File: config.mk
export PLATFORM = sky130hd
export DESIGN_NAME = regfile_write_arbiter
export DESIGN_NICKNAME = d
export VERILOG_FILES = /design/src/rtl/regfile_write_arbiter.sv
export SDC_FILE = /design/constraint.sdc
export NUM_CORES = 1
export LEC_CHECK = 0
export BUFFER_PORTS_ARGS = -buffer_cell sky130_fd_sc_hd__buf_2
export CAP_MARGIN = 40
export CORE_ASPECT_RATIO = 0.75
export CORE_MARGIN = 8
export CORE_UTILIZATION = 38
export CTS_CLUSTER_DIAMETER = 40
export CTS_CLUSTER_SIZE = 30
export DETAILED_ROUTE_END_ITERATION = 7
export PLACE_DENSITY = 0.74
export SYNTH_ARGS = -nofsm -noshare
export SYNTH_HDL_FRONTEND = slang
export SYNTH_SLANG_ARGS = --single-unit
File: constraint.sdc
create_clock -name clk_i -period 5.9 [get_ports clk_i]
set_input_delay 0.59 -clock clk_i [delete_from_list [all_inputs] [get_ports clk_i]]
set_output_delay 0.59 -clock clk_i [all_outputs]
set_load 0.01 [all_outputs]
File: src/rtl/regfile_write_arbiter.sv
// -----------------------------------------------------------------------------
// regfile_write_arbiter
//
// Purpose
//   Shares the single register-file write port between num_req_p writeback
//   sources (0 = integer pipe, 1 = remote-load response, 2 = divider/FPU).
//   The arbiter uses fixed priority with per-requester starvation escalation.
//   The winning write goes through one registered stage, and that stage
//   drives the regfile write port directly.
//
// Ports
//   clk_i       in   1                         clock
//   reset_i     in   1                         synchronous, active-high reset
//   req_v_i     in   num_req_p                 per-requester write valid
//   req_addr_i  in   num_req_p*addr_width_lp   per-requester destination reg
//   req_data_i  in   num_req_p*width_p         per-requester write data
//   req_yumi_o  out  num_req_p                 request consumed (one-hot or 0)
//   w_v_o       out  1                         regfile write enable (registered)
//   w_addr_o    out  addr_width_lp             regfile write address (registered)
//   w_data_o    out  width_p                   regfile write data (registered)
//   starved_o   out  num_req_p                 requester at its starvation limit
// -----------------------------------------------------------------------------
module regfile_write_arbiter #(
   parameter int width_p           = 32,
   parameter int els_p             = 32,
   parameter int num_req_p         = 3,
   parameter bit x0_tied_to_zero_p = 1'b1,
   parameter int starve_limit_p    = 4,
   localparam int addr_width_lp    = (els_p > 1) ? $clog2(els_p) : 1,
   localparam int cnt_width_lp     = (starve_limit_p + 1 > 1) ? $clog2(starve_limit_p + 1) : 1
) (
   input  logic                               clk_i,
   input  logic                               reset_i,
   input  logic [num_req_p-1:0]               req_v_i,
   input  logic [num_req_p*addr_width_lp-1:0] req_addr_i,
   input  logic [num_req_p*width_p-1:0]       req_data_i,
   output logic [num_req_p-1:0]               req_yumi_o,
   output logic                               w_v_o,
   output logic [addr_width_lp-1:0]           w_addr_o,
   output logic [width_p-1:0]                 w_data_o,
   output logic [num_req_p-1:0]               starved_o
);

   localparam logic [cnt_width_lp-1:0] limit_lp = cnt_width_lp'(starve_limit_p);

   // starvation counters, one per requester
   logic [num_req_p-1:0][cnt_width_lp-1:0] cnt_q, cnt_d;

   // write stage
   logic                     w_v_q,    w_v_d;
   logic [addr_width_lp-1:0] w_addr_q, w_addr_d;
   logic [width_p-1:0]       w_data_q, w_data_d;

   // grant decision for the current cycle
   logic                     gnt_v;
   logic [num_req_p-1:0]     gnt_oh;
   logic [addr_width_lp-1:0] gnt_addr;
   logic [width_p-1:0]       gnt_data;
   logic [num_req_p-1:0]     starved;

   // A requester is "starved" while its registered counter sits at the limit.
   always_comb begin
      starved = '0;
      for (int i = 0; i < num_req_p; i++) begin
         starved[i] = (cnt_q[i] == limit_lp);
      end
   end

   // Two-pass lowest-index search. The first pass looks only at starved
   // requesters. The second pass, used only if the first finds nothing,
   // looks at every valid requester. Reset masks every grant, so a
   // requester never sees yumi while the arbiter is being cleared.
   always_comb begin
      gnt_v    = 1'b0;
      gnt_oh   = '0;
      gnt_addr = '0;
      gnt_data = '0;
      if (!reset_i) begin
         for (int i = 0; i < num_req_p; i++) begin
            if (!gnt_v && req_v_i[i] && starved[i]) begin
               gnt_v     = 1'b1;
               gnt_oh[i] = 1'b1;
               gnt_addr  = req_addr_i[i*addr_width_lp +: addr_width_lp];
               gnt_data  = req_data_i[i*width_p +: width_p];
            end
         end
         for (int i = 0; i < num_req_p; i++) begin
            if (!gnt_v && req_v_i[i]) begin
               gnt_v     = 1'b1;
               gnt_oh[i] = 1'b1;
               gnt_addr  = req_addr_i[i*addr_width_lp +: addr_width_lp];
               gnt_data  = req_data_i[i*width_p +: width_p];
            end
         end
      end
   end

   // A counter only runs while its requester is waiting, and it saturates at
   // the limit. A grant clears it. So does dropping the request, which
   // happens when the source is flushed.
   always_comb begin
      cnt_d = '0;
      for (int i = 0; i < num_req_p; i++) begin
         if (req_v_i[i] && !gnt_oh[i]) begin
            cnt_d[i] = (cnt_q[i] == limit_lp) ? limit_lp : cnt_q[i] + cnt_width_lp'(1);
         end
      end
   end

   // A write to x0 is still consumed from the requester. When x0 is tied to
   // zero, that write is not issued to the regfile, and the address/data
   // registers keep their last real write.
   always_comb begin
      w_v_d    = 1'b0;
      w_addr_d = w_addr_q;
      w_data_d = w_data_q;
      if (gnt_v && !(x0_tied_to_zero_p && (gnt_addr == '0))) begin
         w_v_d    = 1'b1;
         w_addr_d = gnt_addr;
         w_data_d = gnt_data;
      end
   end

   always_ff @(posedge clk_i) begin
      if (reset_i) begin
         cnt_q    <= '0;
         w_v_q    <= 1'b0;
         w_addr_q <= '0;
         w_data_q <= '0;
      end else begin
         cnt_q    <= cnt_d;
         w_v_q    <= w_v_d;
         w_addr_q <= w_addr_d;
         w_data_q <= w_data_d;
      end
   end

   assign req_yumi_o = gnt_oh;
   assign starved_o  = starved;
   assign w_v_o      = w_v_q;
   assign w_addr_o   = w_addr_q;
   assign w_data_o   = w_data_q;

endmodule
Word level (Yosys, flattened, before mapping):

Cells that the tools add are included.

* word-level logic and storage cells: 81
* flip-flop bits (word level): 47
* output and inout bits: 44
* bits of input ports: 116

* equality and inequality tests: 3
* bitwise operators: 3
* $add $sub $neg: 3
* reductions and logical operators: 28
* mux-type cells: 35

Operators with widths (count)
* two-way mux 32 bit: 6
* two-way mux 5 bit: 7
* two-way mux 1 bit: 18
* logical AND 1 bit: 12
* two-way mux 3 bit: 4
* adder 3 x 1 -> 3 bit, second input constant: 3
* == test 3 bit, second input constant: 3
* zero test 1 bit: 9
* OR reduction 3 bit: 3
* OR reduction 2 bit: 3
* zero test 5 bit: 1
* NOT 1 bit: 3

Logic depth before layout (Yosys ltp):

Gate-level depths: netlist (run 1).

* word-level depth: 30
* depth in mapped cells: 13
* mapped depth without buffers: 11

Least setup slack after synthesis (run 1):

No wires, ideal clock.

* path type: flip-flop to flip-flop
* start point: reg cnt_q[6] (netlist bit)
* end point: reg w_data_q[10], in the netlist w_data_o[10]
* clock period less this slack: 2709 ps
* data required time: 5784 ps
* buffers on the path: 4
* arrival time: 2594 ps
* slack: 3191 ps
* setup time: 116 ps
* stages on the path, launching flop included: 14
* cell sequence: dfxtp_1 -> inv_1 -> ha_1 -> and3_1 -> buf_6 -> a2111oi_4 -> and2_1 -> o221ai_1 -> and4_1 -> buf_2 -> and2_1 -> buf_2 -> buf_6 -> a31o_1

* longest elaborated chain between the ends: 19
* elaborated cells on any way between the ends: 28
* those cells by class: 1 x eq/ne; 17 x mux; 10 x reduce/logical

RTL lines
* from (decl): line 47 `logic [num_req_p-1:0][cnt_width_lp-1:0] cnt_q, cnt_d;`
* from (signal assigned): line 131 `cnt_q <= cnt_d;`
* == test 3 bit *: line 65 `starved[i] = (cnt_q[i] == limit_lp);`
* logical AND 1 bit *: line 80 `if (!gnt_v && req_v_i[i] && starved[i]) begin`
* two-way mux 1 bit: line 80
* two-way mux 1 bit: line 78 `if (!reset_i) begin`
* zero test 1 bit: line 88 `if (!gnt_v && req_v_i[i]) begin`
* logical AND 1 bit: line 88
* two-way mux 1 bit: line 88
* two-way mux 1 bit: line 78
* [... 3 more ...]
* two-way mux 1 bit: line 78
* zero test 1 bit: line 88
* logical AND 1 bit: line 88
* two-way mux 5 bit: line 88
* two-way mux 5 bit: line 78
* zero test 5 bit: line 117 `if (gnt_v && !(x0_tied_to_zero_p && (gnt_addr == '0))) begin`
* zero test 1 bit: line 117
* logical AND 1 bit: line 117
* to (signal assigned): line 134 `w_data_q <= w_data_d;`
* to (decl): line 52 `logic [width_p-1:0] w_data_q, w_data_d;`

Mark *: on every way between the ends. The rest lies on a longest branch, timed or not. The select of a mux whose other input is x is not followed.
A chain may end at the register's enable or synchronous reset.

Worst setup path after layout (run 1):

* start point: reg cnt_q[6] (netlist bit)
* end point: reg w_data_q[19], in the netlist w_data_o[19]

The elaborated chain is that of the path after synthesis.

==> results of run 1 <==
## Yosys cell counts
| cell | count |
|---|---|
| nor4b_1 | 1 |
| a21boi_0 | 2 |
| nand3_1 | 7 |
| a2bb2oi_1 | 3 |
| clkbuf_1 | 22 |
| nand2_1 | 14 |
| ha_1 | 6 |
| a22oi_1 | 2 |
| o21ai_0 | 7 |
| buf_2 | 3 |
| and3_1 | 8 |
| a2111oi_4 | 1 |
| a222oi_1 | 32 |
| a21oi_1 | 31 |
| inv_2 | 1 |
| inv_1 | 11 |
| nor2b_1 | 2 |
| o2111ai_1 | 1 |
| dfxtp_1 | 47 |
| a31o_2 | 2 |
| nand4_1 | 2 |
| and4_1 | 3 |
| a31o_1 | 30 |
| o211a_1 | 1 |
| o211ai_1 | 2 |
| a211oi_1 | 11 |
| nand2b_1 | 3 |
| buf_1 | 1 |
| nor2_1 | 4 |
| o221ai_1 | 3 |
| and2_1 | 7 |
| buf_6 | 4 |
| nand3b_1 | 2 |
| o32a_1 | 2 |
| nor3_1 | 3 |
## final timing paths
check | slack, ns | startpoint | endpoint | cells past startpoint
max | 2.48 | cnt_q[6]$_SDFF_PP0_ | w_data_o[19]$_SDFFE_PP0P_ | 11
max reg2reg | 2.48 | cnt_q[6]$_SDFF_PP0_ | w_data_o[19]$_SDFFE_PP0P_ | 11
min reg2reg | 0.46 | w_addr_o[0]$_SDFFE_PP0P_ | w_addr_o[0]$_SDFFE_PP0P_ | 2
min | 0.46 | w_addr_o[0]$_SDFFE_PP0P_ | w_addr_o[0]$_SDFFE_PP0P_ | 2
## metal layers
layer	wire length, µm	global-route usage
met1	4052	0.2271
met4	42	0.03056
met5	0	0
met3	753	0.05785
met2	4497	0.3267
## cell families (layout without fill, tap and decap cells)
kind of cell,after synthesis,in the layout,share of synthesized area
AO/OA/AOI/OAI,130,130,0.4068
adder cells (fa/ha/maj),6,6,0.02944
buffers and inverters,42,185,0.07507
flip-flops,47,47,0.3690
AND/OR/NAND/NOR,56,56,0.1197
## worst max-delay path: cells and delay by family, from the launching register on
| family | cells | cell delay [ns] |
|---|---|---|
| AOI/OAI and AO/OA | 3 | 1.08 |
| DFF | 1 | 0.36 |
| buffers and inverters | 3 | 0.51 |
| adders and majority gates | 1 | 0.23 |
| and+or+nand+nor | 4 | 1.13 |
## flip-flops by register name, summed over array words and instances (netlist names)
signal,count
cnt_q,9
w_addr_o,5
w_data_o,32
w_v_o,1
## cell usage in the layout, fill, tap and decap left out, drive strengths merged
cell type	count
o21ai	7
nand3	7
clkbuf	5
a2111oi	1
o2111ai	1
nor2	4
clkinvlp	1
a211oi	11
nor3	3
and4	3
o221ai	3
nand2b	3
nand2	14
a21boi	2
nand4	2
and2	7
a21oi	31
and3	8
a2bb2oi	3
ha	6
a22oi	2
o32a	2
nor2b	2
dfxtp	47
o211a	1
nor4b	1
buf	165
inv	14
nand3b	2
o211ai	2
a222oi	32
a31o	32
## report_power, final
part	switching [µW]	total (µW)	internal [µW]
sequential	17.2	370	352
combinational	121	228	107
clock	125	213	88.1
total	263	811	548
## metrics by stage
step / setup slack (ns) / hold slack, ns / std cells / power [µW]
floorplan: 3.191 / 0.4783 / 281 / 501.8
global placement: 2.105 / 0.4409 / 496 / 592.9
detailed placement: 2.473 / 0.4519 / 500 / 606.9
CTS: 2.506 / 0.4686 / 508 / 819.3
global route: 2.247 / 0.4941 / 508 / 857.4
finish: 2.483 / 0.4649 / 508 / 810.9
## area by class of cell
type                    count  area [µm²]  area share
clock inverters             3       27.53    0.007818
well taps                  84       105.1     0.02985
inverters                  12       45.04     0.01279
multi-input cells         192        1438      0.4083
clock buffers               5       68.82     0.01955
flip-flops and latches     47       940.9      0.2672
repair buffers            165       895.9      0.2544
==> results.toml, run 1 <==
[sta]
fin_crit_ns = 3.417
worstMarginPinSlew_ns = 0.7713
fin_crit_sh = 0.5792
hold_violations = 0
fmax_mhz = 292.6
tns_ns = 0
slew_headroom = 0.4851
finalSetupViolCount = 0
timing.final.max_slew_violations = 0
skew_ns = 0.01316
rsz0062_at_grt = "false"

[route]
drc = 0
ant_nets = 0
firstDrtPassIters = 7
routed_wl_um = 9345
vias = 2943
wl_per_cell_um = 18.40
drt_iter0_markers = 238
vias_per_cell = 5.793

[power_and_ir_drop]
ir_drop_uv = 101.5
powerDensity_nw_per_um2 = 230.3
p_leak_uw = 0.001649

[placement]
dpl_cell_area_um2 = 3425
gp_congestion = 0.8668
dp_hpwl_um = 7319
port_buffers = 159

[finish]
final_area_um2 = 3521
fin_util = 0.5280
final_nets = 545
drive_above_1_share = 0.4222
fillers = 644
diodes = 0
area_delta_synth_final_pct = 38.08

[clock_tree]
cts_sinks = 47
cts_hold_buf = 0
cts_tree = "done"
cts_root_buf = "clkbuf_8"
ctsResizeCount = 0
clkTransAtPathRegs_ns = 0.11
max-clock-path-buffers = 2
cts_buffers = 5
postCtsSetupBuffers = 0
htree_levels = 2
clk_latency_ns = 0.31

[logic_synthesis]
netlist_instances = 281
netlist_area_um2 = 2550
yosys_warnings = 0
synth.area.top_cells = "dfxtp_1, a222oi_1, a31o_1"
ys_seq_area_frac = 0.3690
yosys.area.top_type_share = 0.3690
synth_area_per_cell_um2 = 9.075
synth_cell_types = 35
syn_nets = 403
yosys.area.top_type = "dfxtp_1"
ys_seq_elements = 47

[worst_setup_path]
crit_arrival_ns = 3.62
cpPeakStageDelay_ns = 0.72
path_cells = "inv_1, ha_1, and3_1, a2111oi_4, and2_1, o221ai_1, and4_1, buf_4, and2_1, buf_8, a31o_1"
critPathSlowestCell = "a2111oi_4"
crit_top_cell = "and2_1"
path_max_fanout = 34
path_class = "reg2reg"
end_kind = "register"
crit_required_ns = 6.11
startpoint_type = "register"

[die]
initial_core_util = 0.3824
io_pins = 160
core-area_um2 = 6669
die_x_um = 110.6
num_rows = 26
die_h_um = 86.94
dieArea_um2 = 9615

[global_route]
grt_pass1_vias = 3125
grt_overflow = 0
antenna_found_initial = 0
grt_max_degree = 46
grt_first_pass_wirelength_um = 15280
grt_usage = 0.1883

[worst_hold_path]
hold_class = "reg2reg"

[run_status]
status = "completed"

[flow_run]
cap_violations = 0
(Power assumes the default switching activity.)
==> run 2: changes to the inputs <==
==> constraint.sdc (replaced) <==
create_clock -name clk_i -period 3.4 [get_ports clk_i]
set_input_delay 0.34 -clock clk_i [delete_from_list [all_inputs] [get_ports clk_i]]
set_output_delay 0.34 -clock clk_i [all_outputs]
set_load 0.01 [all_outputs]
==> run 2 against run 1 <==
The run now ends with DRC left. Via count is 1.4% higher. Maximum frequency up 9.6%. Die area unchanged. Sequential share of layout area rose by 0.26 points. Register-to-register slack lost 2.2 ns. Worst setup slack got worse by 2.2 ns. Final cell count stayed put. Global-route usage shrank 0.45 points. Wire length down 1.5%. Sequential cell count unchanged. Hold slack got worse by 0.14 ns.
==> results.toml, run 2 (synthesis gave the netlist of run 1 again) <==
[die]
core-area_um2 = 6669
die_h_um = 86.94
num_rows = 26
die_x_um = 110.6
initial_core_util = 0.3824
dieArea_um2 = 9615
io_pins = 160

[power_and_ir_drop]
switching_share = 0.2922
clock_power_share = 0.275
p_comb_frac = 0.273
p_int_uw = 1006
powerDensity_nw_per_um2 = 407.8
p_leak_uw = 0.001641
p_seq_frac = 0.452
p_sw_uw = 415.5
ir_drop_uv = 225.2

[route]
firstDrtPassIters = 8
vias_per_cell = 5.874
wl_per_cell_um = 18.12
vias = 2984
drt_iter0_markers = 248
ant_nets = 0
drc = 6
routed_wl_um = 9203

[sta]
tns_ns = 0
fin_crit_ns = 3.118
rsz0062_at_grt = "false"
finalSetupViolCount = 0
skew_ns = 0.005766
fmax_mhz = 320.8
worstMarginPinSlew_ns = 0.5202
hold_violations = 0
slew_headroom = 0.6516
timing.final.max_slew_violations = 0
fin_crit_sh = 0.9169

[global_route]
grt_max_degree = 43
grt_overflow = 0
antenna_found_initial = 0
grt_usage = 0.1838
grt_first_pass_wirelength_um = 15000
grt_pass1_vias = 3049

[flow_run]
cap_violations = 0

[worst_setup_path]
path_class = "reg2reg"
path_max_fanout = 25
crit_arrival_ns = 3.34
crit_required_ns = 3.62
startpoint_type = "register"
end_kind = "register"

[clock_tree]
cts_tree = "done"
clk_latency_ns = 0.29
max-clock-path-buffers = 2
cts_buffers = 5
cts_root_buf = "clkbuf_8"
postCtsSetupBuffers = 0
htree_levels = 2
cts_sinks = 47
clkTransAtPathRegs_ns = 0.08

[finish]
final_common_cell = "buf_2"
largest_reg_flops = 32
diodes = 0
area_delta_synth_final_pct = 36.75
instances_no_fill = 508
final_cell_mix = "buf_2, dfxtp_1, a222oi_1"
drive_above_1_share = 0.4198
final_nets = 546

[worst_hold_path]
hold_class = "in2reg"

[placement]
dp.cells = 501
dp_hpwl_um = 7001
gp_congestion = 0.8630
port_buffers = 159

[run_status]
failed_checks = "DRC"
status = "finished, violations left"
==> run 2: worst max-delay path: stages (launching register included) <==
cell,delay [ns]
dfxtp_1,0.32
inv_1,0.07
ha_1,0.23
and3_1,0.43
o21ai_0,0.27
a2bb2oi_1,0.22
o32a_1,0.24
and4_1,0.22
and2_1,0.37
buf_4,0.37
inv_1,0.13
o21ai_0,0.17
==> run 2: layout make-up <==
cell class	instances	area, µm²
well taps	84	105.1
clock buffers	6	72.57
clock inverters	1	30.03
multi-input cells	192	1438
flip-flops and latches	47	940.9
fillers	655	3182
repair buffers	166	855.8
inverters	12	45.04
==> run 2: metrics by stage <==
step / total power [µW] / setup slack (ns) / area, µm² / util / hold WS [ns]
after floorplan: 870.8 / 0.6908 / 2550 / - / 0.4775
after detailed placement: 1045 / 0.3253 / 3385 / 0.5075 / 0.4499
after CTS: 1437 / 0.3056 / 3487 / 0.5229 / 0.3188
final: 1422 / 0.2825 / 3487 / 0.5229 / 0.3242
after global placement: 1036 / 0.3439 / 3369 / 0.5053 / 0.4410
after global routing: 1501 / 0.008352 / 3487 / 0.5229 / 0.3309
==> run 2: worst paths after layout <==
path                            depth (start not counted)  slack (ns)                       end                     start
worst max-delay path                                   11        0.28  w_addr_o[2]$_SDFFE_PP0P_       cnt_q[6]$_SDFF_PP0_
worst min-delay path                                    3        0.32       cnt_q[8]$_SDFF_PP0_                req_v_i[2]
worst max register to register                         11        0.28  w_addr_o[2]$_SDFFE_PP0P_       cnt_q[6]$_SDFF_PP0_
worst min register to register                          2        0.46  w_addr_o[1]$_SDFFE_PP0P_  w_addr_o[1]$_SDFFE_PP0P_
==> run 2: timing repair <==
action                     in CTS  in global routing
hold buffers                    0                  0
resized for setup               0                  1
setup endpoints to repair       0                  3
==> run 2: power by group through the flow <==
| stage | logic [µW] | clock network [µW] | registers [µW] |
|---|---|---|---|
| after floorplan | 191 | 0 | 680 |
| after detailed placement | 391 | 0 | 654 |
| after global placement | 383 | 0 | 654 |
| after global routing | 428 | 423 | 650 |
| after CTS | 392 | 403 | 643 |
| final | 388 | 391 | 643 |
==> run 2: routing by layer <==
| layer | share of wire | vias to the layer above | track usage |
|---|---|---|---|
| li1 | - | 1422 | - |
| met1 | 0.45 | 1410 | 0.2317 |
| met2 | 0.47 | 144 | 0.3051 |
| met3 | 0.079 | 8 | 0.05234 |
| met4 | 0.0068 | 0 | 0.03790 |
| met5 | 0 | - | 0 |
==> run 3: changes to the inputs <==
--- a/config.mk
+++ b/config.mk
@@ -10,6 +10,7 @@
 export CORE_ASPECT_RATIO = 0.75
 export CORE_MARGIN = 8
 export CORE_UTILIZATION = 38
+export CTS_BUF_LIST = sky130_fd_sc_hd__clkbuf_16
 export CTS_CLUSTER_DIAMETER = 40
 export CTS_CLUSTER_SIZE = 30
 export DETAILED_ROUTE_END_ITERATION = 7
==> run 3 against run 2 <==
The flow now finishes without violations. Sequential share of layout area shrank 0.43 points. Worst setup slack improved by 0.040 ns. Wire length hardly changed. Sequential power is essentially flat. Clock-buffer cell count shrank 1. Clock power is 36% higher. Final area increased by 1.6%. Clock skew shrank 0.0020 ns. Sequential cell count is the same. Non-clock buffer count unchanged. Largest power group unchanged.
==> results.toml, run 3 (synthesis gave the netlist of run 1 again) <==
[sta]
slew_headroom = 0.6466
skew_ns = 0.003803
fin_crit_sh = 0.9052
hold_violations = 0
rsz0062_at_grt = "false"
worstMarginPinSlew_ns = 0.5277
timing.final.max_slew_violations = 0
fin_crit_ns = 3.078
holdWs_ns = 0.3399
finalSetupViolCount = 0
fmax_mhz = 324.9
tns_ns = 0

[clock_tree]
postCtsSetupBuffers = 0
cts_tree = "done"
htree_levels = 2
clk_latency_ns = 0.28
cts_buffers = 5
max-clock-path-buffers = 2
cts_sinks = 47
clkTransAtPathRegs_ns = 0.06
cts_root_buf = "clkbuf_16"

[die]
core-area_um2 = 6669
io_pins = 160
die_x_um = 110.6
dieArea_um2 = 9615
die_h_um = 86.94
initial_core_util = 0.3824
num_rows = 26

[route]
ant_nets = 0
vias = 2931
wl_per_cell_um = 18.10
routed_wl_um = 9196
drt_iter0_markers = 243
firstDrtPassIters = 8
vias_per_cell = 5.770
drc = 0

[global_route]
grt_usage = 0.1847
grt_overflow = 0
grt_pass1_vias = 3079
antenna_found_initial = 0
grt_max_degree = 43
grt_first_pass_wirelength_um = 15130

[power_and_ir_drop]
p_leak_uw = 0.001671
powerDensity_nw_per_um2 = 440.9
ir_drop_uv = 257.4

[placement]
dp_hpwl_um = 7001
port_buffers = 159
gp_congestion = 0.8630

[finish]
diodes = 0
largest_reg_flops = 32
final_common_cell = "buf_2"
seq_area_um2 = 940.9
multiInputGateArea_um2 = 1438
final_nets = 546
final_cell_mix = "buf_2, dfxtp_1, a222oi_1"
drive_above_1_share = 0.4198
fillers = 649
area_delta_synth_final_pct = 38.96

[worst_setup_path]
crit_arrival_ns = 3.28
crit_required_ns = 3.60
path_class = "reg2reg"
path_max_fanout = 25
end_kind = "register"
startpoint_type = "register"

[run_status]
status = "completed"

[flow_run]
cap_violations = 0

[worst_hold_path]
hold_class = "in2reg"
## run 3: cell types whose count changed in the layout (fill, tap and decap cells not counted), sizes merged
cell and delta:
inv +1, clkbuf -1
## run 3: what timing repair did
item	in CTS	in global routing
resized for setup	0	1
hold buffers	0	0
endpoints found under the setup margin	0	3
## run 3: layout make-up
cell class	count	area share
Clock buffer	5	0.03531
Clock inverter	2	0.009534
Inverter	12	0.01271
Multi-Input combinational cell	192	0.4057
Sequential cell	47	0.2655
Tap cell	84	0.02966
Timing Repair Buffer	166	0.2415
## run 3: critical path, stage by stage (launching register included)
cell	delay, ns
dfxtp_1	0.31
inv_1	0.07
ha_1	0.21
and3_1	0.42
o21ai_0	0.27
a2bb2oi_1	0.22
o32a_1	0.24
and4_1	0.22
and2_1	0.37
buf_4	0.36
inv_1	0.13
o21ai_0	0.17
## run 3: per-layer routing
layer / track usage / share of wire
met4: 0.03912 / 0.0080
met5: 0 / 0
met3: 0.05510 / 0.076
met1: 0.2322 / 0.45
met2: 0.3051 / 0.47
## run 3: worst paths after layout
kind | from | endpoint | slack, ns | cells after the start
worst min-delay path | req_v_i[2] | cnt_q[8]$_SDFF_PP0_ | 0.34 | 3
worst max-delay path | cnt_q[6]$_SDFF_PP0_ | w_addr_o[2]$_SDFFE_PP0P_ | 0.32 | 11
worst min register to register | w_addr_o[1]$_SDFFE_PP0P_ | w_addr_o[1]$_SDFFE_PP0P_ | 0.45 | 2
worst max register to register | cnt_q[6]$_SDFF_PP0_ | w_addr_o[2]$_SDFFE_PP0P_ | 0.32 | 11
## run 3: where the power goes
part | switching, µW | internal [µW]
clock | 191 | 340
sequential | 31.3 | 612
combinational | 208 | 179
total | 431 | 1130
## run 3: metrics by stage
| stage | total power (µW) | setup WS [ns] | instances | util | cell area, µm² |
|---|---|---|---|---|---|
| after floorplan | 870.8 | 0.6908 | 281 | - | 2550 |
| after global placement | 1036 | 0.3439 | 500 | 0.5053 | 3369 |
| after detailed placement | 1045 | 0.3253 | 501 | 0.5075 | 3385 |
| after CTS | 1575 | 0.3203 | 508 | 0.5313 | 3543 |
| after global routing | 1643 | 0.009421 | 508 | 0.5313 | 3543 |
| final | 1562 | 0.3222 | 508 | 0.5313 | 3543 |
